===== config.mk =====
export PLATFORM = sky130hd
export DESIGN_NAME = serial_adder
export DESIGN_NICKNAME = d
export VERILOG_FILES = /design/src/rtl/serial_adder.sv
export SDC_FILE = /design/constraint.sdc
export NUM_CORES = 1
export LEC_CHECK = 0
export CAP_MARGIN = 20
export CORE_UTILIZATION = 50
export CTS_CLUSTER_DIAMETER = 80
export DETAILED_ROUTE_END_ITERATION = 8
export DONT_BUFFER_PORTS = 1
export PLACE_DENSITY = 0.63
export SETUP_SLACK_MARGIN = 0.15
export SYNTH_ARGS = -nofsm -noshare
export SYNTH_HDL_FRONTEND = slang
export SYNTH_SLANG_ARGS = --single-unit

===== constraint.sdc =====
create_clock -name clk -period 4.52 [get_ports clk]
set_clock_uncertainty 0.1 [all_clocks]
set_input_delay 0.904 -clock clk [delete_from_list [all_inputs] [get_ports clk]]
set_output_delay 0.904 -clock clk [all_outputs]
set_load 0.005 [all_outputs]

===== src/rtl/serial_adder.sv =====
// Bit-serial WIDTH-bit adder: one full-adder cell and a carry flop, LSB first.
// Optional signed-overflow output is enabled by defining SERIAL_ADDER_OVF_EN.
module serial_adder #(
  parameter int WIDTH = 8
) (
  input  logic             clk,
  input  logic             rst,
  input  logic             start,
  input  logic [WIDTH-1:0] a,
  input  logic [WIDTH-1:0] b,
  input  logic             cin,
  output logic             busy,
  output logic             done,
  output logic [WIDTH-1:0] sum,
  output logic             cout,
  output logic             ovf
);

  localparam int CW = $clog2(WIDTH) + 1;

  typedef enum logic [1:0] {IDLE, RUN, DONE} state_t;

  state_t           state_q, state_d;
  logic [WIDTH-1:0] a_q, a_d;
  logic [WIDTH-1:0] b_q, b_d;
  logic [WIDTH-1:0] res_q, res_d;
  logic [WIDTH-1:0] sum_q, sum_d;
  logic             carry_q, carry_d;
  logic             cout_q, cout_d;
  logic [CW-1:0]    cnt_q, cnt_d;

  logic s_bit;
  logic c_bit;
  logic last_bit;

  always_comb begin
    s_bit    = a_q[0] ^ b_q[0] ^ carry_q;
    c_bit    = (a_q[0] & b_q[0]) | (a_q[0] & carry_q) | (b_q[0] & carry_q);
    last_bit = (cnt_q == CW'(WIDTH - 1));
  end

  always_comb begin
    state_d = state_q;
    a_d     = a_q;
    b_d     = b_q;
    res_d   = res_q;
    sum_d   = sum_q;
    carry_d = carry_q;
    cout_d  = cout_q;
    cnt_d   = cnt_q;
    case (state_q)
      IDLE, DONE: begin
        if (start) begin
          a_d     = a;
          b_d     = b;
          carry_d = cin;
          cnt_d   = '0;
          state_d = RUN;
        end else begin
          state_d = IDLE;
        end
      end
      RUN: begin
        a_d     = {1'b0, a_q[WIDTH-1:1]};
        b_d     = {1'b0, b_q[WIDTH-1:1]};
        res_d   = {s_bit, res_q[WIDTH-1:1]};
        carry_d = c_bit;
        cnt_d   = cnt_q + CW'(1);
        if (last_bit) begin
          // the final sum bit is taken straight from the adder, not from res_q
          sum_d   = {s_bit, res_q[WIDTH-1:1]};
          cout_d  = c_bit;
          state_d = DONE;
        end
      end
      default: state_d = IDLE;
    endcase
  end

  always_ff @(posedge clk or posedge rst) begin
    if (rst) begin
      state_q <= IDLE;
      a_q     <= '0;
      b_q     <= '0;
      res_q   <= '0;
      sum_q   <= '0;
      carry_q <= 1'b0;
      cout_q  <= 1'b0;
      cnt_q   <= '0;
    end else begin
      state_q <= state_d;
      a_q     <= a_d;
      b_q     <= b_d;
      res_q   <= res_d;
      sum_q   <= sum_d;
      carry_q <= carry_d;
      cout_q  <= cout_d;
      cnt_q   <= cnt_d;
    end
  end

`ifdef SERIAL_ADDER_OVF_EN
  logic ovf_q, ovf_d;

  // carry into the MSB is carry_q while the last bit is in the adder
  always_comb begin
    ovf_d = ovf_q;
    if (state_q == RUN && last_bit) ovf_d = carry_q ^ c_bit;
  end

  always_ff @(posedge clk or posedge rst) begin
    if (rst) ovf_q <= 1'b0;
    else     ovf_q <= ovf_d;
  end

  assign ovf = ovf_q;
`else
  assign ovf = 1'b0;
`endif

  assign busy = (state_q == RUN);
  assign done = (state_q == DONE);
  assign sum  = sum_q;
  assign cout = cout_q;

endmodule


# Word-level counts from Yosys, hierarchy flattened
# Cells that the tools add are included.
[totals] register_bits=40 input_bits=20 out_inout_bits=12 wordCells=37
[classes] addsub=1 eq_ne=5 n_mux=11 n_bitwise=7 reduce_logical=5
[ops] cell="$pmux 8 s2" count=2
[ops] cell="$mux 8" count=2
[ops] cell="$pmux 4 s2" count=1
[ops] cell="$add 4x1->4 const B" count=1
[ops] cell="$eq 4x3->1 const B" count=1
[ops] cell="$mux 4" count=1
[ops] cell="$pmux 2 s2" count=1
[ops] cell="$reduce_and 2->1" count=2
[ops] cell="$and 1x1->1" count=3
[ops] cell="$eq 2x1->1 const B" count=1
[ops] cell="$eq 2x2->1 const B" count=1
[ops] cell="$logic_not 2->1" count=1
[ops] cell="$mux 1" count=2
[ops] cell="$mux 2" count=1
[ops] cell="$ne 2x1->1 const B" count=1
[ops] cell="$ne 2x2->1 const B" count=1
[ops] cell="$or 1x1->1" count=2
[ops] cell="$pmux 1 s2" count=1
[ops] cell="$reduce_bool 2->1" count=1
[ops] cell="$reduce_or 2->1" count=1
[ops] cell="$xor 1x1->1" count=2

# Logic depth before layout (Yosys ltp)
[logic_depth] ltp_word=4 mapped_depth=5 depth_no_buf=4

# Least setup slack after synthesis
# Ideal clock, no wire load.
[synth_path] kind="input-to-reg" from="in start" to="reg cnt_q[2]" setup_ps=121 arrival_time_ps=1673 required_ps=4299 path_slack_ps=2626 path_stages=5 path_buffers=2 cell_sequence="nor2b_1 > buf_2 > buf_2 > mux2i_1 > a22o_1"
[synth_via] elab_chain_cells=2
[synth_lines] item="start: declaration" line_no="8" rtl="input logic start,"
[synth_lines] item="$ne 2x2->1 (no line)"
[synth_lines] item="$reduce_and 2->1 (no line)"
[synth_lines] item="end signal: assignment" line_no="98" rtl="cnt_q <= cnt_d;"
[synth_lines] item="end: declaration" line_no="30" rtl="logic [CW-1:0] cnt_q, cnt_d;"
# No other way between the ends.
# A chain may end at the register's enable or synchronous reset.

# Worst setup path in the final report
[layout_path] from="reg state_q[1]" to="out busy"
[layout_via] elab_chain_cells=1
[layout_lines] item="start: declaration" line_no="23" rtl="state_t state_q, state_d;"
[layout_lines] item="start signal: assignment" line_no="91" rtl="state_q <= state_d;"
[layout_lines] item="$eq 2x1->1" line_no="121" rtl="assign busy = (state_q == RUN);"
[layout_lines] item="end: declaration" line_no="12" rtl="output logic busy,"
# No other way between the ends.

==> results.md <==
* Routed vias at about 930
* Number of global-route vias before repair at roughly 990
* Setup TNS at 0 ns
* Crit-path slowest cell: dfrtp_1
* Starting Density at 53.17%
* Worst ir drop on vdd at roughly 0.00033 V
* Total grt overflow at 0
* Combined area of the multi-input logic cells at roughly 600 µm²
* Switch share at 32.86%
* Sequential power share at 50.9%
* Number of failing setup endpoints in the final timing report at 0
* Simple-gate portion of the synthesized area at 4.205%
* 1st-iter DRT viols at 28
* Cell class contributing the biggest share of worst-path delay: flip-flops
* Chip width at 59.21 µm
* Unrepaired setup endpoints after global routing: false
* GRT Util Overall at 18.03%
* Footprint of the flip-flops and latches at a little under 1000 µm²
* Post-synthesis compound-gate area fraction at 17.35%
* Post-cts repair resize count at 0
* Die footprint at approximately 3500 µm²
* Flip-flop and latch count after synthesis at 39
* RePlAce Congestion at 0.6624
* Number of unique standard cell types used by synthesis at 20
* Antenna diode count at 0
* Achievable frequency at 446.9 MHz
* Cell breakdown of the critical path: and2b_1, buf_4
* Clock network fraction of design power at 13.0%
* I/O pin total at 32
* Cell area power density at just over 700 nW/µm²
* Portion of the post-synthesis area used by sequential elements at 59.63%
* Result of the run: finished, final reports clean
* Largest net degree at the start of global routing at 40
* Post-synthesis instance area at 1637 µm²
* Final period utilization at 49.51%
* Clock buffer count from CTS at 5
* Half-perimeter wire length after detailed placement at approximately 1700 µm
* Syn nets at 138
* Port Buffer Count at 0
* Logic pwr share at about 36%
* Adder-cell area share of the yosys netlist at approximately 2.0%
* Height of the chip at between 50 and 60 µm
* NumNets Final at 140
* Post-route ant nets at 0
* Maximum fanout along the worst path at 31
* Pins over their slew limit at 0
* Synth warnings at 0
* Floorplan Core Area at 3078 µm²
* Hold buffers post-CTS at 0
* Type of origin of the critical path: flop
* CTS HTree Levels at 2
* Clock latency of the later-clocked register in the worst-skew pair at 0.34 ns
* Total internal power at 818.9 µW
* CTS Root Buffer Type: clkbuf_4
* P&R area growth vs syn at 3.823%
* Buffers from clock root to sink, at most at 2
* Maximum cell stage delay along the critical path at 0.38 ns
* TritonCTS clock tree: done
* CP Class: reg -> out
* Initial antenna violation count at 0
* Clock-pin slew on the worst setup and hold paths at 0.11 ns
* Number of hold violations in the final report at 0
* Worst slew pin tran at 0.7273 ns
* Global-route wire length before repair at 4498 µm
* Total DRC errors in the routed layout at 0
* Post-route worst hold slack at between 0.3 and 0.4 ns
* Cell count after synthesis at 116
* Combinational family with the most area after synthesis: compound AO/OA/AOI/OAI gates
* Reported leakage power at 0.0008613 µW
* Worst path arrival time at roughly 1.2 ns
* Total number of placement rows at 20
* Switching power of the nets at roughly 400 µW
* DRT Pass-1 Iters at 4
* Filler cell count in the final layout at 275
* Worst endpoint required time at 3.52 ns
* Crit. End Element: output port
* Xor/xnor share of the synthesized area at 0%
* Relative slew slack at 51.30%
* Mux cell area share after synthesis at 12.92%
* Maximum Capacitance Violations at 0
* Total clock sinks at 39
* Setup bufs post-CTS at 0
* Tmin final at roughly 2.2 ns
* Drt total wl at roughly 2700 µm
* Hold crit path type: reg -> reg
* Buf/Inv on CP at 1
* Avg Vias per Cell at 5.801
* WL per Instance at between 15 and 20 µm
* Fraction of final layout cells with drive strength greater than 1 at a little under a quarter
* Post-Synthesis Mean Instance Area at ~14 µm²
-- cells by family (layout without fill, tap and decap cells) --
| kind of cell | after synthesis | count (layout) |
|---|---|---|
| flops | 39 | 39 |
| compound gates | 35 | 35 |
| mux | 19 | 19 |
| simple gates | 11 | 11 |
| buf+inv | 9 | 10 |
| fa+ha+maj | 2 | 2 |
| other cells | 1 | 1 |
-- area by class of cell --
| cell class | instances | area share, % |
|---|---|---|
| clock buffers | 6 | 2.430 |
| inverters | 1 | 0.2209 |
| multi-input cells | 68 | 35.35 |
| flip-flops and latches | 39 | 57.44 |
| well taps | 44 | 3.240 |
| repair buffers | 3 | 1.325 |
-- cell usage after synthesis --
library cell  number  share of area [%]
a22o_1            19                 10
nand4_1            1               0.38
ha_1               1               0.76
buf_4              4                1.8
nor3b_2            1               0.76
a21o_1            15                6.9
nor2b_1            3                1.1
nand2_1            3               0.69
nand2b_1           1               0.38
buf_2              3               0.92
dfrtp_1           39                 60
mux2_2            17                 12
o21ai_0            1               0.31
mux2i_1            2                1.2
buf_6              1               0.69
conb_1             1               0.23
inv_1              1               0.23
nor2_2             1               0.38
and2b_1            1               0.46
fa_1               1                1.2
-- layer usage --
metal / vias up / track usage, % / wire length, µm
li1: 425 / - / -
met1: 483 / 22.30 / 1214
met2: 21 / 27.77 / 1281
met3: 5 / 7.860 / 146
met4: 0 / 7.143 / 31
met5: - / 0 / 0
-- power by group through the flow --
stage	clock [µW]	combinational [µW]	sequential, µW
after floorplan	0	406	596
after global placement	0	431	621
after detailed placement	0	449	627
after CTS	165	451	622
after global routing	181	501	643
final	158	440	621
-- sequential cells by signal, summed over array words and instances, names as in the netlist --
name / cells
cout: 1
res_q: 7
sum: 8
state_q: 2
cnt_q: 4
carry_q: 1
a_q: 8
b_q: 8
-- per-stage QoR --
step	power, µW	util, %	instance area (µm²)	worst slack (ns)	instances
after CTS	1238	55.20	1699	2.275	161
final	1220	55.20	1699	2.282	161
after detailed placement	1076	53.86	1658	2.279	155
after global routing	1325	55.20	1699	2.169	161
after global placement	1052	53.86	1658	2.312	155
after floorplan	1002	-	1637	2.626	116
-- cell usage in the layout (no fill, tap or decap), drive strengths merged, types with 2 or more instances in the layout --
cell type / instances
a21o: 15
a22o: 19
buf: 3
clkbuf: 6
dfrtp: 39
mux2: 17
mux2i: 2
nand2: 3
nor2b: 3
-- worst paths after layout --
kind	start	to	slack, ns	depth (start not counted)
worst max-delay path	state_q[1]$_DFFE_PP0P_	busy	2.28	2
worst min-delay path	b_q[3]$_DFFE_PP0P_	b_q[3]$_DFFE_PP0P_	0.39	1
worst max register to register	state_q[1]$_DFFE_PP0P_	sum[3]$_DFFE_PP0P_	2.34	4
min in group asynchronous	rst	cnt_q[3]$_DFFE_PP0P_	0.45	2
worst min register to register	b_q[3]$_DFFE_PP0P_	b_q[3]$_DFFE_PP0P_	0.39	1
max in group asynchronous	rst	carry_q$_DFFE_PP0P_	3.52	2
Power figures use the tool's default switching activity.
